[src/rtl/ntps_mdio_responder.sv]
// Clause-22 MDIO responder: decodes manager frames sampled on synchronized MDC rises,
// answers reads by driving MDIO and forwards writes to a 32 x 16-bit register port.
module ntps_mdio_responder #(
    parameter logic [4:0] PHY_ADDR = 5'd1,
    parameter int         PRE_MIN  = 32
) (
    input  logic        axi_aclk,
    input  logic        axi_aresetn,
    input  logic        mdc,
    input  logic        mdio_i,
    output logic        mdio_o,
    output logic        mdio_tri,
    output logic [4:0]  reg_addr,
    output logic        reg_rd_en,
    input  logic [15:0] reg_rd_data,
    output logic        reg_wr_en,
    output logic [15:0] reg_wr_data
);

    typedef enum logic [3:0] {
        IDLE,
        START,
        OP,
        PHYAD,
        REGAD,
        TA,
        RD_DATA,
        WR_DATA,
        SKIP
    } state_t;

    localparam logic [5:0] PRE_SAT = 6'(PRE_MIN);

    logic [2:0]  mdc_sync;
    logic [1:0]  mdio_sync;
    logic        rise;
    logic        sbit;

    state_t      state;
    logic [5:0]  ones_cnt;
    logic [4:0]  bit_cnt;
    logic        op_first;
    logic        op_read;
    logic        phy_match;
    logic [4:0]  addr_sh;
    logic [15:0] data_sh;
    logic        rd_latch;

    // mdc and mdio_i are asynchronous; the third mdc flop only feeds the edge detector.
    always_ff @(posedge axi_aclk or negedge axi_aresetn) begin
        if (!axi_aresetn) begin
            mdc_sync  <= '0;
            mdio_sync <= '0;
        end else begin
            mdc_sync  <= {mdc_sync[1:0], mdc};
            mdio_sync <= {mdio_sync[0], mdio_i};
        end
    end

    assign rise = mdc_sync[1] & ~mdc_sync[2];
    assign sbit = mdio_sync[1];

    always_ff @(posedge axi_aclk or negedge axi_aresetn) begin
        if (!axi_aresetn) begin
            state       <= IDLE;
            ones_cnt    <= '0;
            bit_cnt     <= '0;
            op_first    <= 1'b0;
            op_read     <= 1'b0;
            phy_match   <= 1'b0;
            addr_sh     <= '0;
            data_sh     <= '0;
            rd_latch    <= 1'b0;
            mdio_o      <= 1'b1;
            mdio_tri    <= 1'b1;
            reg_addr    <= '0;
            reg_rd_en   <= 1'b0;
            reg_wr_en   <= 1'b0;
            reg_wr_data <= '0;
        end else begin
            // NOTE: strobes default low every cycle so a single assignment below yields a one-cycle pulse.
            reg_rd_en <= 1'b0;
            reg_wr_en <= 1'b0;
            rd_latch  <= reg_rd_en;
            if (rd_latch) begin
                data_sh <= reg_rd_data;
            end

            if (rise) begin
                case (state)
                    IDLE: begin
                        if (sbit) begin
                            if (ones_cnt != PRE_SAT) begin
                                ones_cnt <= ones_cnt + 6'd1;
                            end
                        end else begin
                            ones_cnt <= '0;
                            if (ones_cnt == PRE_SAT) begin
                                state <= START;
                            end
                        end
                    end

                    START: begin
                        bit_cnt <= '0;
                        state   <= sbit ? OP : IDLE;
                    end

                    OP: begin
                        op_first <= sbit;
                        if (bit_cnt == 5'd0) begin
                            bit_cnt <= 5'd1;
                        end else begin
                            bit_cnt <= '0;
                            case ({op_first, sbit})
                                2'b10: begin
                                    op_read <= 1'b1;
                                    state   <= PHYAD;
                                end
                                2'b01: begin
                                    op_read <= 1'b0;
                                    state   <= PHYAD;
                                end
                                default: state <= IDLE;
                            endcase
                        end
                    end

                    PHYAD: begin
                        addr_sh <= {addr_sh[3:0], sbit};
                        if (bit_cnt == 5'd4) begin
                            bit_cnt   <= '0;
                            phy_match <= ({addr_sh[3:0], sbit} == PHY_ADDR);
                            state     <= REGAD;
                        end else begin
                            bit_cnt <= bit_cnt + 5'd1;
                        end
                    end

                    REGAD: begin
                        addr_sh <= {addr_sh[3:0], sbit};
                        if (bit_cnt == 5'd4) begin
                            bit_cnt  <= '0;
                            reg_addr <= {addr_sh[3:0], sbit};
                            if (phy_match) begin
                                state     <= TA;
                                reg_rd_en <= op_read;
                            end else begin
                                state <= SKIP;
                            end
                        end else begin
                            bit_cnt <= bit_cnt + 5'd1;
                        end
                    end

                    TA: begin
                        if (op_read) begin
                            if (bit_cnt == 5'd0) begin
                                bit_cnt  <= 5'd1;
                                mdio_tri <= 1'b0;
                                mdio_o   <= 1'b0;
                            end else begin
                                bit_cnt <= '0;
                                mdio_o  <= data_sh[15];
                                data_sh <= {data_sh[14:0], 1'b0};
                                state   <= RD_DATA;
                            end
                        end else begin
                            // Write turnaround must be exactly 1 then 0.
                            if (bit_cnt == 5'd0) begin
                                bit_cnt <= 5'd1;
                                if (!sbit) begin
                                    bit_cnt <= '0;
                                    state   <= IDLE;
                                end
                            end else begin
                                bit_cnt <= '0;
                                state   <= sbit ? IDLE : WR_DATA;
                            end
                        end
                    end

                    RD_DATA: begin
                        if (bit_cnt == 5'd15) begin
                            bit_cnt  <= '0;
                            mdio_tri <= 1'b1;
                            mdio_o   <= 1'b1;
                            state    <= IDLE;
                        end else begin
                            bit_cnt <= bit_cnt + 5'd1;
                            mdio_o  <= data_sh[15];
                            data_sh <= {data_sh[14:0], 1'b0};
                        end
                    end

                    WR_DATA: begin
                        data_sh <= {data_sh[14:0], sbit};
                        if (bit_cnt == 5'd15) begin
                            bit_cnt     <= '0;
                            reg_wr_data <= {data_sh[14:0], sbit};
                            reg_wr_en   <= 1'b1;
                            state       <= IDLE;
                        end else begin
                            bit_cnt <= bit_cnt + 5'd1;
                        end
                    end

                    SKIP: begin
                        // Ride out TA plus 16 data bits of a frame addressed elsewhere.
                        if (bit_cnt == 5'd17) begin
                            bit_cnt <= '0;
                            state   <= IDLE;
                        end else begin
                            bit_cnt <= bit_cnt + 5'd1;
                        end
                    end

                    default: begin
                        bit_cnt <= '0;
                        state   <= IDLE;
                    end
                endcase
            end
        end
    end

endmodule

[config.mk]
export PLATFORM = sky130hd
export DESIGN_NAME = ntps_mdio_responder
export DESIGN_NICKNAME = d
export VERILOG_FILES = /design/src/rtl/ntps_mdio_responder.sv
export SDC_FILE = /design/constraint.sdc
export NUM_CORES = 1
export LEC_CHECK = 0
export ABC_CLOCK_PERIOD_IN_PS = 3600
export BUFFER_PORTS_ARGS = -buffer_cell sky130_fd_sc_hd__buf_2
export CORE_MARGIN = 5
export CORE_UTILIZATION = 40
export DETAILED_ROUTE_END_ITERATION = 12
export HOLD_SLACK_MARGIN = 0.03
export PLACE_DENSITY = 0.66
export SETUP_SLACK_MARGIN = 0.2
export SLEW_MARGIN = 30
export SYNTH_ARGS = -nofsm -noshare
export SYNTH_HDL_FRONTEND = slang
export SYNTH_SLANG_ARGS = --single-unit
[constraint.sdc]
create_clock -name axi_aclk -period 3.6 [get_ports axi_aclk]
set_input_delay 0.54 -clock axi_aclk [delete_from_list [all_inputs] [get_ports axi_aclk]]
set_output_delay 0.54 -clock axi_aclk [all_outputs]
set_load 0.02 [all_outputs]
==> out/results.env, run 1 <==
FIN_TOTAL_PWR_mW=1.611
DETAIL_ROUTE.ITER0.VIOLATIONS=247
FINALNETCOUNT=376
GRT_OVERFLOW_TOTAL=0
POST_DRT_WL_PER_CELL_UM=15.39
QUANTITY_OF_GATES_RESIZED_FOLLOWING_CTS=0
CRITICALPATHCATEGORY='reg2reg'
CRIT_CHAIN='nor2b_1 > nand2_1 > nor2_2 > buf_4 > mux2_2'
CTS_BUFFERS=9
HP-CLASS='in2async'
LAYOUT_WORST_PATH_CYCLE_SHARE=0.6562
SYNTH_COMMON_CELLS='67 x sky130_fd_sc_hd__dfrtp_1, 33 x sky130_fd_sc_hd__nand2_1, 29 x sky130_fd_sc_hd__mux2_2'
WORST_PATH_LARGEST_CELL_DELAY_NS=0.65
WORSTMARGINPINSLEW_NS=0.8423
CLK_PIN_SLEW_NS=0.08
CRIT-REG2REG-LAUNCH='state[2]'
POST_DRT_VIA_CELL_RATIO=5.292
HTREE_LEVELS=3
DIE_Y_EXTENT_UM=102.0
RSZ_0062_RAISED_AFTER_GLOBAL_ROUTING='no'
SYNTH.YOSYS.WARNINGS=0
NUMBER_OF_NETS_IN_THE_SYNTHESIZED_NETLIST=330
DIEAREA_UM2=10400
SYNTH-EDFF-COUNT=0
INSERTION_DELAY_NS=0.35
SETUP_VIOL=0
DIEWIDTH_UM=102.0
DETAILROUTE.VIA_COUNT=2413
FLOORPLAN.CORE_AREA_UM2=8217
CLOCK.FMAX_GHz=0.4233
SYNTH_CELL_TYPE_COUNT=50
SEQCELLAREA_UM2=1729
PLACE.GP.CONGESTION=0.9456
CRIT_PATH_TOP_DELAY_CELL='sky130_fd_sc_hd__nor2b_1'
DIODES=0
ASYNCSETRESETFLOPFRACSYNTH=1.000
REG2REG_SETUP_SLACK_NS=1.24
MULTI_INPUT_COMB_AREA_UM2=1553
POST_ROUTE_CELLS_DRIVE_ABOVE_1_SHARE=0.3077
NETLIST_TOP_CELLS_AREA='sky130_fd_sc_hd__dfrtp_1 50%, sky130_fd_sc_hd__mux2_2 9.6%, sky130_fd_sc_hd__mux2i_1 5.3%'
CTS_TREE='yes'
AREA_DELTA_SYNTH_FINAL_PCT=15.71
YOSYS_REGISTER_BITS=69
CRITPATHTOPFAMILY='simple AND/OR/NAND/NOR gates'
POST-ROUTE-MIN-PERIOD_NS=2.362
CRITICAL_PATH_MAXIMUM_FANOUT=17
PORT-BUFFER-COUNT=44
TIMING.CRITICAL_PATH.BUF_INV=1
WORST_R2R_PATH_DEPTH=5
OUTCOME='finished clean'
NETLIST.AREA_LEADER.SHARE=0.4954
GRT_START_MAX_NET_PINS=70
FINAL-MAX-SLEW-VIOLATION-COUNT=0
CTS_BUFFER_DEPTH=2
SETUP_FIX_BUFS_POST_CTS=0
NUMBER_OF_MAXIMUM_CAPACITANCE_VIOLATIONS=0
AREA_OF_THE_MAPPED_NETLIST_UM2=3384
CELL_TYPE_CONTRIBUTING_THE_MOST_TOTAL_CELL_AREA_AFTER_SYNTHESIS='sky130_fd_sc_hd__dfrtp_1'
FILLER_CELL_COUNT=764
CELL_AREA_AFTER_PLACEMENT_UM2=3701
GRT_USE_TOTAL=0.1481
SYNTHCELLS=301
DRT-PASS1-ITER-COUNT=4
YOSYS_MOST_USED_DFF='sky130_fd_sc_hd__dfrtp_1'
SYNTH-SEQ-AREA-SHARE=0.5109
GRT_FIRST_PASS_WIRELENGTH_UM=12030
IR_DROP_WORST_VDD_mV=0.3105
POWER_DENSITY_nW_PER_UM2=411.4
CTS_HOLD_BUFFERS=0
DETAIL-ROUTE-ANTENNA-NETS=0
STARTING_DENSITY_OF_THE_CORE=0.4119
REGTOREGENDPOINT='reg_wr_data[14]'
HOLD_VIOLATIONS=0
FINAL_AREA_UM2=3916
CRITPATHLAUNCHTYPE='flop'
P_LEAK_nW=1.775
CRIT_REQUIRED_NS=3.83
CLOCKROOTBUFFER='sky130_fd_sc_hd__clkbuf_8'
POST-ROUTE-DRC-COUNT=0
WIRELENGTH_UM=7016
CLOCK_SINK_COUNT=69
NUMBER_OF_ANTENNA_VIOLATIONS_AT_THE_FIRST_CHECK_IN_GLOBAL_ROUTING=0
FINALSETUPTNS_NS=0
YOSYSMOSTFREQUENTCELL='sky130_fd_sc_hd__dfrtp_1'
FIRST_GLOBAL_VIAS=2414
RELSLEWSLACK=0.4306
FINAL_SETUP_SKEW_NS=0.009144
SYN_AREA_PER_CELL_UM2=11.24
HPWL_UM=4869
TOP_LEVEL_PORTS=45
WORST_SETUP_PATH_END_KIND='flop'
ROW_COUNT=33
HOLD_SLACK_NS=0.2822
CP_DATA_ARRIVAL_TIME_NS=2.59
[how the worst max path moves through the flow]
stage                     startpoint               to  slack, ns  cells past startpoint
after floorplan           bit_cnt[0]         state[0]       1.55                      6
after global placement      state[2]   reg_wr_data[8]       1.27                      5
after detailed placement    state[2]  reg_wr_data[14]       1.26                      5
after CTS                   state[2]   reg_wr_data[4]       1.25                      5
after global routing        state[2]  reg_wr_data[10]       1.07                      5
final                       state[2]  reg_wr_data[14]       1.24                      5
[metrics by stage]
step	utilization	instances	setup WS (ns)
global route	0.4766	456	1.073
floorplan	-	301	1.554
finish	0.4766	456	1.238
CTS	0.4762	456	1.252
global placement	0.4504	441	1.270
detailed placement	0.4504	441	1.260
[final cells by class]
| type | instances | share of cell area |
|---|---|---|
| clock buffers | 9 | 0.03163 |
| clock inverters | 6 | 0.02236 |
| inverters | 10 | 0.009585 |
| multi-input cells | 209 | 0.3965 |
| flip-flops and latches | 69 | 0.4415 |
| well taps | 105 | 0.03355 |
| repair buffers | 48 | 0.06486 |
[cell usage in the layout (no fill, tap or decap), types with 3 or more instances in the layout]
| cell | n |
|---|---|
| sky130_fd_sc_hd__nand2b_1 | 3 |
| sky130_fd_sc_hd__mux2i_1 | 18 |
| sky130_fd_sc_hd__a21o_1 | 5 |
| sky130_fd_sc_hd__nor2_1 | 8 |
| sky130_fd_sc_hd__a21oi_1 | 11 |
| sky130_fd_sc_hd__dfrtp_1 | 67 |
| sky130_fd_sc_hd__and3_1 | 3 |
| sky130_fd_sc_hd__ha_1 | 9 |
| sky130_fd_sc_hd__nand3_1 | 12 |
| sky130_fd_sc_hd__nor2b_1 | 5 |
| sky130_fd_sc_hd__o21ai_0 | 22 |
| sky130_fd_sc_hd__mux2_2 | 29 |
| sky130_fd_sc_hd__nand2_1 | 33 |
| sky130_fd_sc_hd__nand4_1 | 3 |
| sky130_fd_sc_hd__clkbuf_8 | 9 |
| sky130_fd_sc_hd__a22o_1 | 8 |
| sky130_fd_sc_hd__nor3_1 | 4 |
| sky130_fd_sc_hd__nor4b_1 | 3 |
| sky130_fd_sc_hd__buf_4 | 3 |
| sky130_fd_sc_hd__inv_1 | 10 |
| sky130_fd_sc_hd__buf_2 | 44 |
[routing by layer]
metal,global-route usage,vias to the layer above,share of wire,routed length (µm)
met5,0,-,0,0
met4,0.06458,0,0.020,141
met3,0.03823,13,0.031,215
met2,0.2149,43,0.47,3325
met1,0.2095,1183,0.48,3333
li1,-,1174,-,-
[worst reg2reg max path: stages, from the launching register on]
cell and delay (ns):
sky130_fd_sc_hd__dfrtp_1 0.57, sky130_fd_sc_hd__nor2b_1 0.65, sky130_fd_sc_hd__nand2_1 0.25, sky130_fd_sc_hd__nor2_2 0.15
sky130_fd_sc_hd__buf_4 0.26, sky130_fd_sc_hd__mux2_2 0.37
[cells by family after synthesis]
kind of cell	Yosys count	synth area share
simple gates	90	0.1434
fa+ha+maj	9	0.03327
flops	69	0.5109
mux	48	0.1542
compound gates	62	0.1264
buf+inv	23	0.03179
[report_power, final]
part	switching, mW	leakage, nW	internal [mW]	total [mW]
sequential	0.0267	0.852	0.795	0.822
clock	0.300	0.109	0.387	0.688
combinational	0.0537	0.813	0.0476	0.101
[flip-flops by register name, indices dropped and copies added, names as in the netlist]
name	count
data_sh	16
reg_wr_data	16
ones_cnt	6
bit_cnt	5
reg_addr	5
addr_sh	4
state	4
mdc_sync	3
mdio_sync	2
mdio_o	1
mdio_tri	1
op_first	1
op_read	1
phy_match	1
rd_latch	1
reg_rd_en	1
reg_wr_en	1
No activity file was read; power rests on OpenSTA's default activity.
==> run 2: changes to the inputs <==
--- a/config.mk
+++ b/config.mk
@@ -5,13 +5,13 @@
 export SDC_FILE = /design/constraint.sdc
 export NUM_CORES = 1
 export LEC_CHECK = 0
-export ABC_CLOCK_PERIOD_IN_PS = 3600
+export ABC_CLOCK_PERIOD_IN_PS = 2050
 export BUFFER_PORTS_ARGS = -buffer_cell sky130_fd_sc_hd__buf_2
 export CORE_MARGIN = 5
 export CORE_UTILIZATION = 40
 export DETAILED_ROUTE_END_ITERATION = 12
 export HOLD_SLACK_MARGIN = 0.03
-export PLACE_DENSITY = 0.66
+export PLACE_DENSITY = 0.68
 export SETUP_SLACK_MARGIN = 0.2
 export SLEW_MARGIN = 30
 export SYNTH_ARGS = -nofsm -noshare
==> constraint.sdc (replaced) <==
create_clock -name axi_aclk -period 2.05 [get_ports axi_aclk]
set_input_delay 0.3075 -clock axi_aclk [delete_from_list [all_inputs] [get_ports axi_aclk]]
set_output_delay 0.3075 -clock axi_aclk [all_outputs]
set_load 0.02 [all_outputs]
==> out/results.env, run 2 (synthesis results as in run 1) <==
OUTCOME='finished clean'
CELL_AREA_AFTER_PLACEMENT_UM2=3920
REG_TOP3='data_sh (16), reg_wr_data (16), ones_cnt (6)'
GRT_START_MAX_NET_PINS=50
CRITPATHLAUNCHTYPE='flop'
CTS_BUFFERS=9
POST-ROUTE-WORST-SETUP-SLACK_NS=0.03402
PLACEMENT.SETUP.WORST_SLACK_NS=0.02942
SEQCELLAREA_UM2=1732
HTREE_LEVELS=3
CRITICAL_PATH_MAXIMUM_FANOUT=3
CLOCKROOTBUFFER='sky130_fd_sc_hd__clkbuf_8'
MOSTFREQUENTLAYOUTCELLS='65 x sky130_fd_sc_hd__dfrtp_1, 44 x sky130_fd_sc_hd__buf_2, 29 x sky130_fd_sc_hd__buf_4'
DP_CELLS=463
RELSLEWSLACK=0.6630
NUMBER_OF_MAXIMUM_CAPACITANCE_VIOLATIONS=0
RSZ_0062_RAISED_AFTER_GLOBAL_ROUTING='yes'
POST-ROUTE-MIN-PERIOD_NS=2.016
DIEWIDTH_UM=102.0
CRIT-REG2REG-LAUNCH='bit_cnt[1]'
DETAILROUTE.VIA_COUNT=2547
FINAL_AREA_UM2=4486
CTS_TREE='yes'
LAYOUT_WORST_PATH_CYCLE_SHARE=0.9834
ROUTED-WL-MET3_UM=183
P_LEAK_nW=1.979
TOP_LEVEL_PORTS=45
CRIT_REQUIRED_NS=2.29
FILLER_CELL_COUNT=715
ROW_COUNT=33
FINAL-MAX-SLEW-VIOLATION-COUNT=0
DETAIL-ROUTE-ANTENNA-NETS=0
GRT_OVERFLOW_TOTAL=0
GRT_FIRST_PASS_WIRELENGTH_UM=12690
INSERTION_DELAY_NS=0.35
FINAL_SETUP_SKEW_NS=0.01269
CLOCK.FMAX_GHz=0.4960
HOLD_PATH_END='mdc_sync[0]'
DETAIL_ROUTE.ITER0.VIOLATIONS=88
DIEAREA_UM2=10400
HP-CLASS='in2reg'
HPWL_UM=5305
DIODES=0
CLK_PIN_SLEW_NS=0.08
MIN_DELAY_PATH_DEPTH=1
POST_DRT_VIA_CELL_RATIO=5.187
FINAL_CELL_COUNT_WITHOUT_FILLERS=491
CRITICALPATHCATEGORY='reg2reg'
IR_DROP_WORST_VDD_mV=0.4789
GRT_USE_TOTAL=0.1565
DIE_Y_EXTENT_UM=102.0
REG2REG_SETUP_SLACK_NS=0.03
CTS_BUFFER_DEPTH=2
CP_DATA_ARRIVAL_TIME_NS=2.25
MIN-DELAY-START='mdc'
FLOORPLAN.CORE_AREA_UM2=8217
SETUP_VIOL=0
AREA_DELTA_SYNTH_FINAL_PCT=32.53
POST_DRT_WL_PER_CELL_UM=15.91
STARTING_DENSITY_OF_THE_CORE=0.4119
REGTOREGENDPOINT='state[0]'
DRT-PASS1-ITER-COUNT=4
WIRELENGTH_UM=7814
PLACE.GP.CONGESTION=0.8451
WORST_SETUP_PATH_END_KIND='flop'
ROUTEDLENGTHMET1_UM=3683
HOLD_VIOLATIONS=0
WORSTMARGINPINSLEW_NS=0.5055
POST-ROUTE-DRC-COUNT=0
ROUTE.MET2.WL_UM=3796
WORST_R2R_PATH_DEPTH=6
FINALNETCOUNT=410
CLOCK_SINK_COUNT=69
POWER_DENSITY_nW_PER_UM2=631.7
FINAL_COMMON_CELL='sky130_fd_sc_hd__dfrtp_1'
POST_ROUTE_CELLS_DRIVE_ABOVE_1_SHARE=0.4793
NUMBER_OF_ANTENNA_VIOLATIONS_AT_THE_FIRST_CHECK_IN_GLOBAL_ROUTING=0
MULTI_INPUT_COMB_AREA_UM2=1788
FIRST_GLOBAL_VIAS=2566
PORT-BUFFER-COUNT=44
ROUTE.TOP_LAYER_USED='met4'
run 2: cell count changes in the layout (fill, tap and decap cells not counted), sizes merged:
cell	previous run	this run
buf	48	81
clkinv	3	1
clkinvlp	0	3
bufinv	2	1
dlygate4sd3	0	1
clkbuf	9	10
run 2: metal layers:
layer | global-route usage | vias up
met5 | 0 | -
met4 | 0.06256 | 0
met3 | 0.03481 | 8
met2 | 0.2359 | 38
met1 | 0.2195 | 1265
li1 | - | 1236
run 2: worst max-delay path by stage:
stage / startpoint / end / slack, ns
4_1_cts: bit_cnt[0] / data_sh[7] / 0.05
3_3_place_gp: bit_cnt[1] / bit_cnt[2] / 0.08
6_report: bit_cnt[1] / state[0] / 0.03
3_5_place_dp: bit_cnt[1] / bit_cnt[2] / 0.03
5_1_grt: bit_cnt[1] / bit_cnt[2] / -0.03
2_1_floorplan: bit_cnt[0] / state[3] / 0.09
run 2: cell type report:
type | instances | area share
clock buffers | 10 | 0.03068
clock inverters | 6 | 0.01562
inverters | 10 | 0.008368
multi-input cells | 209 | 0.3986
flip-flops and latches | 69 | 0.3861
well taps | 105 | 0.02929
repair buffers | 82 | 0.1314
run 2: per-stage QoR:
stage	setup TNS, ns	hold WS (ns)	power, mW	utilization
floorplan	0	0.01191	1.576	-
global placement	0	0.3047	1.664	0.4771
detailed placement	0	0.3061	1.671	0.4771
CTS	0	0.05422	2.832	0.5153
global route	-0.1190	0.04936	2.964	0.5459
finish	0	0.06281	2.834	0.5459
run 2: power by group:
part	internal (mW)	switching, mW	total [mW]
clock	0.601	0.555	1.16
combinational	0.110	0.110	0.220
sequential	1.40	0.0607	1.46
run 2: what timing repair did:
| action | 4_1_cts | 5_1_grt |
|---|---|---|
| gates resized for setup | 9 | 65 |
| cloned | 1 | 0 |
| hold buffers | 1 | 0 |
| hold endpoints to repair | 18 | 0 |
| buffers inserted | 4 | 6 |
| pin swaps | 2 | 10 |
| setup endpoints to repair | 44 | 50 |
run 2: worst max-delay path: stages (launching register included):
cell	delay, ns
sky130_fd_sc_hd__dfrtp_1	0.44
sky130_fd_sc_hd__inv_2	0.11
sky130_fd_sc_hd__ha_4	0.14
sky130_fd_sc_hd__or4b_4	0.46
sky130_fd_sc_hd__or3_4	0.36
sky130_fd_sc_hd__nand3_2	0.11
sky130_fd_sc_hd__mux2_4	0.30
==> run 3: changes to the inputs <==
--- a/config.mk
+++ b/config.mk
@@ -7,6 +7,8 @@
 export LEC_CHECK = 0
 export ABC_CLOCK_PERIOD_IN_PS = 2050
 export BUFFER_PORTS_ARGS = -buffer_cell sky130_fd_sc_hd__buf_2
+export CAP_MARGIN = 20
+export CORE_ASPECT_RATIO = 0.5
 export CORE_MARGIN = 5
 export CORE_UTILIZATION = 40
 export DETAILED_ROUTE_END_ITERATION = 12
==> out/results.env, run 3 (synthesis results as in run 1) <==
OUTCOME='finished clean'
CRITPATHTOPFAMILY='simple AND/OR/NAND/NOR gates'
CLK_PIN_SLEW_NS=0.05
HOLD_SLACK_NS=0.08348
CTS_TREE='yes'
IR_DROP_WORST_VDD_mV=0.3873
AREA_DELTA_SYNTH_FINAL_PCT=35.42
POST-ROUTE-WORST-SETUP-SLACK_NS=0.07267
PORT-BUFFER-COUNT=44
MULTI_INPUT_COMB_AREA_UM2=1805
CRIT-REG2REG-LAUNCH='bit_cnt[1]'
FINAL-MAX-SLEW-VIOLATION-COUNT=0
RSZ_0062_RAISED_AFTER_GLOBAL_ROUTING='yes'
HPWL_UM=5047
WORSTMARGINPINSLEW_NS=0.3736
FIRST_GLOBAL_VIAS=2532
CRITICAL_PATH_MAXIMUM_FANOUT=3
HP-CLASS='in2reg'
HOLD_PATH_END='mdio_sync[0]'
DIEWIDTH_UM=140.1
REG_TOP3='data_sh (16), reg_wr_data (16), ones_cnt (6)'
POST-ROUTE-MIN-PERIOD_NS=1.977
POST-ROUTE-DRC-COUNT=0
REGTOREGENDPOINT='state[3]'
ROW_COUNT=23
PLACEMENT.SETUP.WORST_SLACK_NS=0.06959
HOLD_VIOLATIONS=0
POST_DRT_WL_PER_CELL_UM=15.48
DETAIL-ROUTE-ANTENNA-NETS=0
DIEAREA_UM2=10510
HTREE_LEVELS=3
TIMING.CRITICAL_PATH.BUF_INV=1
GRT_OVERFLOW_TOTAL=0
MIN-DELAY-START='mdio_i'
CRIT_REQUIRED_NS=2.26
CTS_BUFFERS=9
REG2REG_SETUP_SLACK_NS=0.07
POWER_DENSITY_nW_PER_UM2=715.2
CLOCK_SINK_COUNT=69
CRIT_PATH_TOP_DELAY_CELL='sky130_fd_sc_hd__dfrtp_1'
DRT-PASS1-ITER-COUNT=4
RELSLEWSLACK=0.7510
DETAILROUTE.VIA_COUNT=2570
TOP_LEVEL_PORTS=45
WORST_R2R_PATH_DEPTH=7
FINAL_COMMON_CELL='sky130_fd_sc_hd__dfrtp_1'
FLOORPLAN.CORE_AREA_UM2=8115
GRT_FIRST_PASS_WIRELENGTH_UM=12070
P_LEAK_nW=2.019
FINALNETCOUNT=408
PLACE.GP.CONGESTION=0.9138
FILLER_CELL_COUNT=677
FINAL_SETUP_SKEW_NS=0.005583
INSERTION_DELAY_NS=0.33
DIE_Y_EXTENT_UM=75.05
CTS_BUFFER_DEPTH=2
CLOCK.FMAX_GHz=0.5057
LAYOUT_WORST_PATH_CYCLE_SHARE=0.9646
CP_DATA_ARRIVAL_TIME_NS=2.19
CRITPATHLAUNCHTYPE='flop'
NUMBER_OF_ANTENNA_VIOLATIONS_AT_THE_FIRST_CHECK_IN_GLOBAL_ROUTING=0
MIN_DELAY_PATH_DEPTH=1
WORST_SETUP_PATH_END_KIND='flop'
POST_DRT_VIA_CELL_RATIO=5.192
DETAIL_ROUTE.ITER0.VIOLATIONS=126
MOSTFREQUENTLAYOUTCELLS='65 x sky130_fd_sc_hd__dfrtp_1, 45 x sky130_fd_sc_hd__buf_2, 27 x sky130_fd_sc_hd__mux2_2'
GRT_START_MAX_NET_PINS=70
WIRELENGTH_UM=7663
SEQCELLAREA_UM2=1732
CLOCKROOTBUFFER='sky130_fd_sc_hd__clkbuf_16'
DIODES=0
NUMBER_OF_MAXIMUM_CAPACITANCE_VIOLATIONS=0
CRIT_CHAIN='ha_2 > and3_4 > ha_4 > inv_4 > a311oi_4 > and2_4 > mux2_4'
CRITICALPATHCATEGORY='reg2reg'
WORST_PATH_LARGEST_CELL_DELAY_NS=0.38
POST_ROUTE_CELLS_DRIVE_ABOVE_1_SHARE=0.4726
STARTING_DENSITY_OF_THE_CORE=0.4171
GRT_USE_TOTAL=0.1450
SETUP_VIOL=0
==> run 3: cell count changes in the layout (fill, tap and decap cells not counted), sizes merged <==
cell,change
clkinv,+1
inv,-1
clkinvlp,-3
buf,-3
bufinv,+1
clkbuf,+2
==> run 3: worst max-delay path by stage <==
stage                     startpoint    endpoint  slack, ns  cells past startpoint
after global placement    bit_cnt[1]  bit_cnt[2]       0.09                      8
after floorplan           bit_cnt[0]    state[3]       0.09                      7
final                     bit_cnt[1]    state[3]       0.07                      7
after detailed placement  bit_cnt[1]    state[0]       0.07                      6
after global routing      bit_cnt[1]    state[1]     -0.004                      7
after CTS                 bit_cnt[1]    state[0]       0.08                      6
==> run 3: per-stage QoR <==
step	utilization	std cells	power, mW	TNS (ns)	cell area (µm²)
CTS	0.5296	489	3.298	0	4298
global placement	0.4854	472	1.663	0	3939
detailed placement	0.4854	472	1.674	0	3939
finish	0.5648	495	3.278	0	4583
global route	0.5648	495	3.414	-0.003727	4583
floorplan	-	301	1.576	0	3418
==> run 3: area by class of cell <==
class | instances | area share
Inverter | 10 | 0.008736
Multi-Input combinational cell | 209 | 0.3939
Clock buffer | 11 | 0.05078
Clock inverter | 4 | 0.01611
Timing Repair Buffer | 80 | 0.1220
Sequential cell | 69 | 0.3778
Tap cell | 112 | 0.03058
==> run 3: timing repair <==
| item | CTS | global route |
|---|---|---|
| hold buffers | 1 | 0 |
| gates resized for setup | 7 | 74 |
| buffers inserted | 1 | 3 |
| setup endpoints to repair | 40 | 48 |
| pin swaps | 3 | 13 |
| cloned | 0 | 3 |
| endpoints found under the hold margin | 67 | 0 |
==> run 3: routing by layer <==
metal  vias to the layer above  part of all wire  global-route usage
li1                       1244                 -                   -
met1                      1268              0.45              0.1795
met2                        51              0.49              0.2432
met3                         7             0.049             0.05013
met4                         0             0.011             0.04941
met5                         -                 0                   0
==> run 3: worst register-to-register path: cells and delay by family (launching register included) <==
family | cells | cell delay, ns
simple gates | 2 | 0.43
buf+inv | 1 | 0.04
compound gates | 1 | 0.38
mux | 1 | 0.29
fa+ha+maj | 2 | 0.34
flops | 1 | 0.38
==> run 3: power by group <==
part	leakage, nW	switching [mW]	internal [mW]
Clock	0.150	0.549	1.06
Combinational	1.02	0.107	0.105
Sequential	0.849	0.0590	1.40
Total	2.02	0.715	2.56
